### config.mk
export PLATFORM = sky130hd
export DESIGN_NAME = fetch_unit
export DESIGN_NICKNAME = d
export VERILOG_FILES = /design/src/rtl/fetch_unit.sv
export SDC_FILE = /design/constraint.sdc
export NUM_CORES = 1
export LEC_CHECK = 0
export CAP_MARGIN = 20
export CORE_MARGIN = 3
export CORE_UTILIZATION = 49
export DETAILED_ROUTE_END_ITERATION = 16
export PLACE_DENSITY = 0.95
export RECOVER_POWER = 100
export SYNTH_ARGS = -nofsm -noshare
export SYNTH_HDL_FRONTEND = slang
export SYNTH_SLANG_ARGS = --single-unit
### constraint.sdc
create_clock -name clk -period 4.8 [get_ports clk]
set_input_delay 0.48 -clock clk [delete_from_list [all_inputs] [get_ports clk]]
set_output_delay 0.48 -clock clk [all_outputs]
set_load 0.02 [all_outputs]
### src/rtl/fetch_unit.sv
// rtl/fetch_unit.sv - RV32I instruction-fetch front end: PC ownership, imem handshake, retire-driven next-PC
module fetch_unit #(
    parameter logic [31:0] RESET_PC  = 32'h0000_0000,
    parameter logic [31:0] NOP_INSTR = 32'h0000_0013
) (
    input  logic        clk,
    input  logic        rst_n,
    output logic        imem_req_valid,
    input  logic        imem_req_ready,
    output logic [31:0] imem_addr,
    input  logic        imem_resp_valid,
    input  logic [31:0] imem_resp_data,
    output logic [31:0] instr,
    output logic [6:0]  op,
    output logic [2:0]  funct3,
    output logic [6:0]  funct7,
    output logic        instr_valid,
    output logic [31:0] PC,
    output logic [31:0] PCPlus4,
    input  logic        retire,
    input  logic [1:0]  PCSrc,
    input  logic [31:0] ImmExt,
    input  logic [31:0] ALUResult,
    output logic        fetch_fault,
    output logic [31:0] retire_count
);

    typedef enum logic [2:0] {
        S_BOOT,
        S_REQ,
        S_WAIT,
        S_HOLD,
        S_FAULT
    } state_t;

    state_t      state_q, state_d;
    logic [31:0] pc_q, pc_d;
    logic [31:0] instr_q, instr_d;
    logic        instr_valid_q, instr_valid_d;
    logic        fetch_fault_q, fetch_fault_d;
    logic [31:0] retire_count_q, retire_count_d;
    logic [31:0] next_pc;

    // PCSrc=11 is not a legal encoding and falls back to sequential fetch.
    always_comb begin
        next_pc = pc_q + 32'd4;
        case (PCSrc)
            2'b01:   next_pc = pc_q + ImmExt;
            2'b10:   next_pc = {ALUResult[31:1], 1'b0};
            default: next_pc = pc_q + 32'd4;
        endcase
    end

    always_comb begin
        state_d        = state_q;
        pc_d           = pc_q;
        instr_d        = instr_q;
        instr_valid_d  = instr_valid_q;
        fetch_fault_d  = fetch_fault_q;
        retire_count_d = retire_count_q;
        case (state_q)
            S_BOOT: state_d = S_REQ;
            S_REQ: begin
                if (imem_req_ready) state_d = S_WAIT;
            end
            S_WAIT: begin
                if (imem_resp_valid) begin
                    instr_d       = imem_resp_data;
                    instr_valid_d = 1'b1;
                    state_d       = S_HOLD;
                end
            end
            S_HOLD: begin
                if (retire) begin
                    pc_d           = next_pc;
                    instr_d        = NOP_INSTR;
                    instr_valid_d  = 1'b0;
                    retire_count_d = retire_count_q + 32'd1;
                    if (next_pc[1:0] != 2'b00) begin
                        fetch_fault_d = 1'b1;
                        state_d       = S_FAULT;
                    end else begin
                        state_d = S_REQ;
                    end
                end
            end
            S_FAULT: state_d = S_FAULT;
            default: state_d = S_BOOT;
        endcase
    end

    // Reset abandons any outstanding request; a late response is dropped because only S_WAIT consumes it.
    always_ff @(posedge clk or negedge rst_n) begin
        if (!rst_n) begin
            state_q        <= S_BOOT;
            pc_q           <= RESET_PC;
            instr_q        <= NOP_INSTR;
            instr_valid_q  <= 1'b0;
            fetch_fault_q  <= 1'b0;
            retire_count_q <= 32'd0;
        end else begin
            state_q        <= state_d;
            pc_q           <= pc_d;
            instr_q        <= instr_d;
            instr_valid_q  <= instr_valid_d;
            fetch_fault_q  <= fetch_fault_d;
            retire_count_q <= retire_count_d;
        end
    end

    assign imem_req_valid = (state_q == S_REQ);
    assign imem_addr      = pc_q;
    assign instr          = instr_q;
    assign op             = instr_q[6:0];
    assign funct3         = instr_q[14:12];
    assign funct7         = instr_q[31:25];
    assign instr_valid    = instr_valid_q;
    assign PC             = pc_q;
    assign PCPlus4        = pc_q + 32'd4;
    assign fetch_fault    = fetch_fault_q;
    assign retire_count   = retire_count_q;

endmodule

# After elaboration in Yosys (flattened, before gate mapping)
# Cells that the tools add are included.
[totals] ff_bits=101 elab_cells=37
[op_classes] eq_ne=9 reduce_logical=7 mux=12 add_sub_neg=3
[ops] operator="case mux 32 bit (2 select lines)" count=2
[ops] operator="two-way mux 32 bit" count=2
[ops] operator="adder 32 x 1 -> 32 bit (second input constant)" count=1
[ops] operator="adder 32 x 3 -> 32 bit (second input constant)" count=1
[ops] operator="adder 32 bit" count=1
[ops] operator="case mux 3 bit (5 select lines)" count=1
[ops] operator="two-way mux 3 bit" count=4
[ops] operator="AND reduction 3 bit" count=3
[ops] operator="== test 3 x 2 -> 1 bit (second input constant)" count=2
[ops] operator="!= test 2 bit (second input constant)" count=2
[ops] operator="nonzero test 2 bit" count=2
[ops] operator="== test 3 x 1 -> 1 bit (second input constant)" count=1
[ops] operator="== test 3 bit (second input constant)" count=1
[ops] operator="zero test 3 bit" count=1
[ops] operator="== test 2 x 1 -> 1 bit (second input constant)" count=1
[ops] operator="== test 2 bit (second input constant)" count=1
[ops] operator="two-way mux 1 bit" count=2
[ops] operator="!= test 2 x 1 -> 1 bit (second input constant)" count=1
[ops] operator="case mux 1 bit (2 select lines)" count=1
[ops] operator="AND reduction 2 bit" count=1

# Logic depth before layout (Yosys ltp)
# Gate-level depths: netlist of the first run.
[logic_depth] word_depth=6 mapped_depth=11 ltp_nobuf=11

# Worst setup path before layout of the first run
# OpenSTA, ideal clock, no wires.
[synth_path] path_type="reg2out" startpoint="reg pc_q[2], in the netlist PC[2]" endpoint="out PCPlus4[30]" path_stages_with_launch=7 path_slack_ns=2.084 required_ns=4.320 arrival_ns=2.236 path_buffers=0 path_cell_list="dfrtp_1 ha_1 nand4_1 nor4_2 and3_1 and3_1 xor2_1"
[synth_via] elab_chain_cells=1
[synth_lines] element="from (decl)" line_no="37" text="logic [31:0] pc_q, pc_d;"
[synth_lines] element="from (signal assigned)" line_no="103" text="pc_q <= pc_d;"
[synth_lines] element="adder 32 x 3 -> 32 bit" line_no="119" text="assign PCPlus4 = pc_q + 32'd4;"
[synth_lines] element="to (decl)" line_no="19" text="output logic [31:0] PCPlus4,"
# Every way passes these cells.

# Final worst setup path of the first run
[layout_path] startpoint="reg pc_q[2], in the netlist PC[2]" endpoint="out PCPlus4[21]"
# The elaborated chain is that of the path after synthesis.

==> results.md, run 1 <==
Pwr:
- The leakage power is ~0.0045 µW.
- Internal power comes to just over 3000 µW.
- The switching power share of the total is between 40% and 50%.
- The portion of total power attributed to sequential cells is approximately a quarter.
- The combinational group share of total power is 62.2%.
- The clock network fraction of total power is approximately 13%.
- The reported net switching power is slightly below 3000 µW.
- For this design the ratio of total power to cell area is 589 mW/mm².
- The worst-case IR drop observed on VDD is 0.365 mV.

Synth:
- The average instance area after synthesis is ~8.8 µm².
- In this run, synthesis inferred 0 flip-flops with an integrated enable.
- The share of the synthesized area in the top cell type is roughly a third.
- After technology mapping, the gate count stands at between 800 and 900.
- The number of different library cells in the post-synthesis netlist is 67.
- The combined area of all synthesized cells is about 0.0074 mm².
- After synthesis, the share of flip-flops with an asynchronous set or reset is 100%.
- The flip-flop and latch count after synthesis is about 100.
- Among all flip-flop cells after synthesis, the most frequent one is dfrtp_1.
- The cell with the most instances after synthesis is dfrtp_1.
- The number of nets in the synthesized netlist is between 900 and 1000.
- The synthesized design spends more area on one cell type than any other, namely dfrtp_1.
- The commonest cells after synthesis are dfrtp_1 (98), nand2_1 (64), a21oi_1 (61).
- Sorting the synthesized cells by area gives the leading types as dfrtp_1 (33%), xnor2_1 (6.6%), ha_1 (5.9%), buf_4 (5.2%), a21oi_1 (4.1%).
- Of the synthesized area, sequential elements account for about a third.
- The number of warnings printed during yosys synthesis is 0.

Setup path:
- The number of stages on the worst setup path is 7.
- Counting cells, the worst reg-to-reg path comes to 9.
- The kind of cell with the highest combined delay along the critical path is simple AND/OR/NAND/NOR gates.
- By startpoint and endpoint, the worst setup path is classified as reg -> out.
- At the worst endpoint, the required time is around 4.3 ns.
- Traced cell by cell, the critical path runs through nand2_1 > nor3_1 > nand2b_1 > nor2_1 > and2_1 > xor2_1 > dlygate4sd3_1.
- The endpoint kind of the worst setup timing path is an output port.
- The data arrival at the endpoint of the critical path is between 3 and 4 ns.
- The critical-path cell with the highest stage delay is dlygate4sd3_1.
- Counting both buffers and inverters, the worst setup path holds a total of 1.
- The largest single stage delay on the critical path is roughly 0.75 ns.
- The maximum fanout encountered on the critical timing path is 9.
- The startpoint kind of the worst setup timing path is a flop.

Run status:
- The flow ran to the end, but the final reports show violations.
- The checks that failed: capacitance limit, slew limit.

Floorplan:
- The die covers 0.0166 mm².
- The effective utilization at floorplan is approximately half.
- The floorplan has 44 rows.
- The core area is roughly 0.015 mm².
- The boundary pin count is between 200 and 300.
- In this run the vertical extent of the chip is about 130 µm.
- The width of the die is approximately 130 µm.

STA:
- Headroom to the max-slew limit came out at -99.2%.
- The number of hold violations in the final report came to 0.
- The clock period minus final worst setup slack is 4.19 ns.
- The setup slack of the critical path after layout is around 0.61 ns.
- The final count of pins violating max slew is 83.
- The maximum clock rate is about 0.24 GHz.
- The worst clock skew is approximately 0.011 ns.
- Setup repair after global routing left no endpoint under its margin.
- Setup violations remaining at the end of the flow were counted as 0.
- The final critical path takes up between 80 and 90% of the cycle.
- The transition time of the tightest slew-check pin is approximately 3.0 ns.
- For the final routed database, the setup TNS stands at 0 ns.

Finish:
- The area growth from synthesis to layout is 38.2%.
- The number of nets in the layout is between 1000 and 1500.
- The core utilization of the finished layout is between 60% and 70%.
- The ratio of cells with drive above 1 in the final layout is about 3.6%.
- The multi-input combinational cells in the finished layout cover a total of 0.00420 mm².
- Registers take 0.00253 mm².
- The layout has ~1100 filler cells.

Placement:
- Before CTS, the worst setup slack after placement is ~1.1 ns.
- During placement, the flow inserted port buffers numbering approximately 280.
- At the end of routability-driven placement, the weighted congestion stood at ~0.90.
- Detailed placement finished with a half-perimeter wire length of between 15000 and 20000 µm.

Clock tree:
- The maximum clock insertion buffer count is 2.
- Buffers inserted to repair hold after CTS numbered 0.
- Post-CTS timing repair inserted 0 buffers for setup.
- The level count of the clock H-tree is 3.
- The clock latency of the later-clocked register in the worst-skew pair is ~0.35 ns.
- The number of resized instances in the post-cts repair step is 0.
- TritonCTS created 9 clock buffers.
- The number of clock sinks seen by CTS is about 100.
- After clock tree synthesis, the clock-pin slew on the worst setup and hold paths is ~0.080 ns.
- In this run the clock root is driven by a clkbuf_16.
- The CTS tree is built.

GRT:
- The initial antenna violation count is 0.
- The global-route congestion overflow total is 0.
- The maximum number of pins on one net before global-route repair is 53.
- In the global route stage, overall resource usage came out at 29.4%.
- The first global-routing pass estimated 39000 µm of wire.
- The number of global-route vias before repair came to about 7200.

Drt:
- The remaining antenna violation count is 0.
- After detailed routing, the average wire length per cell comes to 20.4 µm.
- For this run, the detailed router's first-pass iteration total came to 5.
- After detailed routing, the total wire length is ~25000 µm.
- Using the TritonRoute via totals, the vias-per-cell ratio works out to 6.04.
- In the routed design, unresolved DRC markers number 0.
- The via count of the routed design is between 7000 and 8000.
- The violation count after the first detailed-routing iteration is a little over 700.

Min path:
- The count of cells along the worst hold path is 1.
- The worst hold-check path type is reg -> reg.

Run:
- The count of maximum capacitance violations is 2.
[through the flow]
step                instances  cell area, µm²  hold WS (ns)  total power [µW]
finish                   1236           10200         0.478              6020
global route             1234           10200         0.501              6360
CTS                      1233           10200         0.197              6210
detailed placement       1217            9920         0.465              5450
global placement         1217            9920         0.450              5350
floorplan                 840            7390         0.184              4010
[path summary, 6_finish.rpt]
path	startpoint	end	slack (ns)
max	PC[2]	PCPlus4[21]	0.61
min	fetch_fault	fetch_fault	0.48
max reg2reg	state_q[2]	retire_count[31]	1.03
min reg2reg	fetch_fault	fetch_fault	0.48
max in group asynchronous	rst_n	retire_count[17]	1.28
min in group asynchronous	rst_n	PC[8]	1.10
[cell families (layout without fill, tap and decap cells)]
| logic type | count (synthesis) | after routing | share of synthesized area (%) |
|---|---|---|---|
| buffers and inverters | 116 | 326 | 8.83 |
| adder cells (fa/ha/maj) | 36 | 36 | 6.19 |
| flip-flops | 101 | 101 | 34.2 |
| XOR/XNOR | 87 | 87 | 10.3 |
| AND/OR/NAND/NOR | 248 | 248 | 16.6 |
| other | 0 | 2 | 0 |
| AO/OA/AOI/OAI | 249 | 249 | 23.4 |
| multiplexers | 3 | 3 | 0.423 |
[final cells by class]
class                      instances  area share [%]
inverter                          21           0.771
multi-input combinational        623            41.1
clock buffer                       9            2.20
tap                              184            2.25
sequential                       101            24.8
clock inverter                     7           0.845
timing repair buffer             289            28.0
antenna                            2          0.0490
[power groups by stage]
stage	Combinational (µW)	Clock, µW	Sequential, µW
detailed placement	3900	0	1540
finish	3740	754	1520
global placement	3830	0	1520
CTS	3920	763	1530
floorplan	2350	0	1660
global route	4000	799	1560
[worst reg2reg max path: cells and delay by family (launching register included)]
kind                   cells  cell delay, ns
AND/OR/NAND/NOR            7            1.94
XOR/XNOR                   1            0.19
buffers and inverters      1            1.12
flip-flops                 1            0.44
[layout by cell type (no fill, tap or decap), drive strengths merged, types with 9 or more instances in the layout]
master,Yosys,layout
a21o,21,21
a21oi,62,62
a221oi,12,12
a22o,29,29
a31oi,17,17
and3,19,19
and4,9,9
clkbuf,32,14
clkdlybuf4s50,0,99
dfrtp,98,98
dlygate4sd3,0,181
ha,35,35
inv,21,25
nand2,66,66
nand2b,10,10
nand3,34,34
nand4,20,20
nor2,60,60
o21ai,32,32
o22ai,16,16
xnor2,56,56
xor2,31,31
[registers in the layout, indices dropped and copies added (netlist names)]
register / count
PC: 32
instr: 32
retire_count: 32
state_q: 3
fetch_fault: 1
instr_valid: 1
[metal layers]
metal / track usage, % / up-vias / part of all wire (%)
met4: 11.4 / 0 / 3.0
met5: 0 / - / 0
li1: - / 3426 / -
met3: 4.77 / 59 / 7.9
met2: 50.1 / 420 / 50
met1: 37.3 / 3564 / 39
No activity file was read; power rests on OpenSTA's default activity.
==> inputs of run 2 (changes only) <==
--- a/config.mk
+++ b/config.mk
@@ -11,6 +11,7 @@
 export DETAILED_ROUTE_END_ITERATION = 16
 export PLACE_DENSITY = 0.95
 export RECOVER_POWER = 100
+export REMOVE_ABC_BUFFERS = 1
 export SYNTH_ARGS = -nofsm -noshare
 export SYNTH_HDL_FRONTEND = slang
 export SYNTH_SLANG_ARGS = --single-unit
==> results.md, run 2 (same netlist as run 1, synthesis figures left out) <==
Run status:
- The flow ran to the end, but the final reports show violations.
- The final reports fail on capacitance limit, slew limit.

Clock tree:
- The number of buffers inserted during clock tree synthesis is 9.
- The number of setup buffers added after CTS is 0.
- The number of resized instances in the post-cts repair step is 0.
- The maximum clock insertion buffer count is 2.
- In this run, post-CTS hold repair placed 0 buffers.
- The tree is rooted in a clkbuf_16.
- The level count of the clock H-tree is 3.
- The clock transition time at the flip-flop clock pins of the worst setup and hold paths is approximately 0.08 ns.
- TritonCTS built the clock tree.
- The clock net in this run drives a total of 101 sinks.
- The later pin in the worst-skew pair is clocked with a latency of roughly 0.34 ns.

STA:
- The share of the clock period used by the worst path is around 87%.
- The clock period minus final worst setup slack is between 4 and 5 ns.
- In the final timing run, aggregate negative setup slack is 0 ns.
- The transition time of the tightest slew-check pin is 3.49 ns.
- The number of hold violations in the final report is 0.
- The worst slew margin relative to its limit is -132%.
- For this run, the top clock speed supported by timing is 0.238 GHz.
- The worst clock skew is 0.0144 ns.
- The final count of pins violating max slew is between 60 and 70.
- Setup repair after global routing left no endpoint under its margin.
- The number of endpoints failing setup at the final stage is 0.

Run:
- Max-cap violations in this run came to 1.

Drt:
- The remaining antenna violation count is 0.
- The total iterations of the first detailed-routing run is 5.
- The final route contains approximately 7400 vias.
- The routed length per instance is 19.6 µm.
- In the routed design, unresolved DRC markers number 0.
- Summed over all layers, the routed wires come to between 20000 and 25000 µm.
- The routed via count divided by cell count is 6.02.
- The violation count after the first detailed-routing iteration is around 680.

GRT:
- The met3 track demand over resource in global routing is ~3.9%.
- The global routing stage identified its most utilized layer as met2.
- The met2 global-route usage is 47.1%.
- Entering global routing, the biggest net connects 65 pins.
- The met1 usage is between 30% and 40%.
- The global-route wire length before repair is between 30000 and 40000 µm.
- After global routing the overflow that remains totals 0.
- Global routing consumed, over all layers together, between 20 and 30% of the routing resources.
- The number of global-route vias before repair was around 7100.
- The initial antenna violation count is 0.

Placement:
- During placement, the flow inserted port buffers numbering around 280.
- At the end of routability-driven placement, the weighted congestion stood at about 0.89.
- Once detailed placement completed, the half-perimeter wirelength came to approximately 19000 µm.

Setup path:
- The critical path goes through ha_1 > nand4_1 > nor4_1 > nand3_1 > nor2_1 > xnor2_1 > dlygate4sd3_1.
- The worst setup path is captured at an output port.
- The highest cell delay on the worst timing path is approximately 0.80 ns.
- The critical-path cell with the highest stage delay is nor4_1.
- Data on the critical path is required at its endpoint by approximately 4.3 ns.
- Of all nets on the critical path, the largest fanout is 9.
- The data arrival at the endpoint of the critical path is 3.71 ns.
- STA classifies the critical path startpoint as a flop.
- By startpoint and endpoint, the worst setup path is classified as reg -> out.

Floorplan:
- The number of core rows is 44.
- The die span in y is between 100 and 150 µm.
- The die outline area is ~0.017 mm².
- The boundary pin count is approximately 280.
- The width of the die is 129 µm.
- The floorplan step defined a core boundary enclosing 0.0146 mm².
- Once the floorplan was initialized, standard cells occupied between 50 and 60% of the core.

Finish:
- The ratio of cells with drive above 1 in the final layout is under 10%.
- After filler insertion, the fill cell instance count of the layout stands at ~1100.
- The core utilization of the finished layout is a little over two thirds.
- The most common cell after layout, fill and taps aside is dlygate4sd3_1.
- In the layout the commonest cells are dlygate4sd3_1 (181), clkdlybuf4s50_1 (99), dfrtp_1 (98), nand2_1 (66), a21oi_1 (61).
- The area growth from synthesis to layout is 38.0%.
- The final layout contains between 1000 and 1500 nets.
- The number of antenna diodes is 0.

Pwr:
- For this design the ratio of total power to cell area is between 500 and 600 mW/mm².
- The peak supply drop is 0.371 mV.
- The leakage power is around 0.0045 µW.

Min path:
- In this run the worst hold path is classified as reg -> reg.
run 2: cell type report:
cell class | instances | area, µm² | area share [%]
Multi-Input combinational cell | 623 | 4180 | 41.0
Clock inverter | 7 | 91.3 | 0.895
Sequential cell | 101 | 2530 | 24.8
Tap cell | 184 | 230 | 2.26
Clock buffer | 9 | 225 | 2.21
Inverter | 21 | 78.8 | 0.773
Timing Repair Buffer | 289 | 2860 | 28.1
run 2: report_power, final:
group	total, µW	switching [µW]	internal [µW]	leakage [µW]
Sequential	1500	406	1090	0.00129
Combinational	3720	2110	1610	0.00308
Clock	736	362	375	0.000152
run 2: worst paths after layout:
path                              from                to  slack [ns]  cells after the start
min in group asynchronous        rst_n         instr[18]        1.32                      1
setup / recovery                 PC[2]       PCPlus4[28]        0.61                      7
setup reg to reg            state_q[2]  retire_count[31]        1.28                      9
hold reg to reg            fetch_fault       fetch_fault        0.46                      1
max in group asynchronous        rst_n          instr[0]        1.50                      2
hold / removal             fetch_fault       fetch_fault        0.46                      1
run 2: layer usage:
| metal | vias to the layer above | wire (µm) |
|---|---|---|
| met5 | - | 0 |
| met2 | 400 | 11800 |
| met3 | 73 | 1890 |
| li1 | 3424 | - |
| met1 | 3529 | 9410 |
| met4 | 0 | 1070 |
run 2: critical path, delay by kind of cell, from the launching register on:
| family | cells | cell delay (ns) |
|---|---|---|
| XOR/XNOR | 1 | 0.18 |
| AND/OR/NAND/NOR | 4 | 1.64 |
| adder cells (fa/ha/maj) | 1 | 0.32 |
| flip-flops | 1 | 0.52 |
| buffers and inverters | 1 | 0.71 |
run 2: per-stage QoR:
| step | instance area, µm² | std cells | total power, µW | hold slack [ns] | setup WS, ns |
|---|---|---|---|---|---|
| 4_1_cts | 10200 | 1233 | 6170 | 0.250 | 0.945 |
| 2_1_floorplan | 6820 | 745 | 3720 | 0.184 | 1.88 |
| 3_3_place_gp | 9920 | 1217 | 5330 | 0.452 | 1.34 |
| 6_report | 10200 | 1234 | 5950 | 0.464 | 0.607 |
| 5_1_grt | 10200 | 1234 | 6310 | 0.471 | 0.391 |
| 3_5_place_dp | 9920 | 1217 | 5420 | 0.451 | 1.33 |
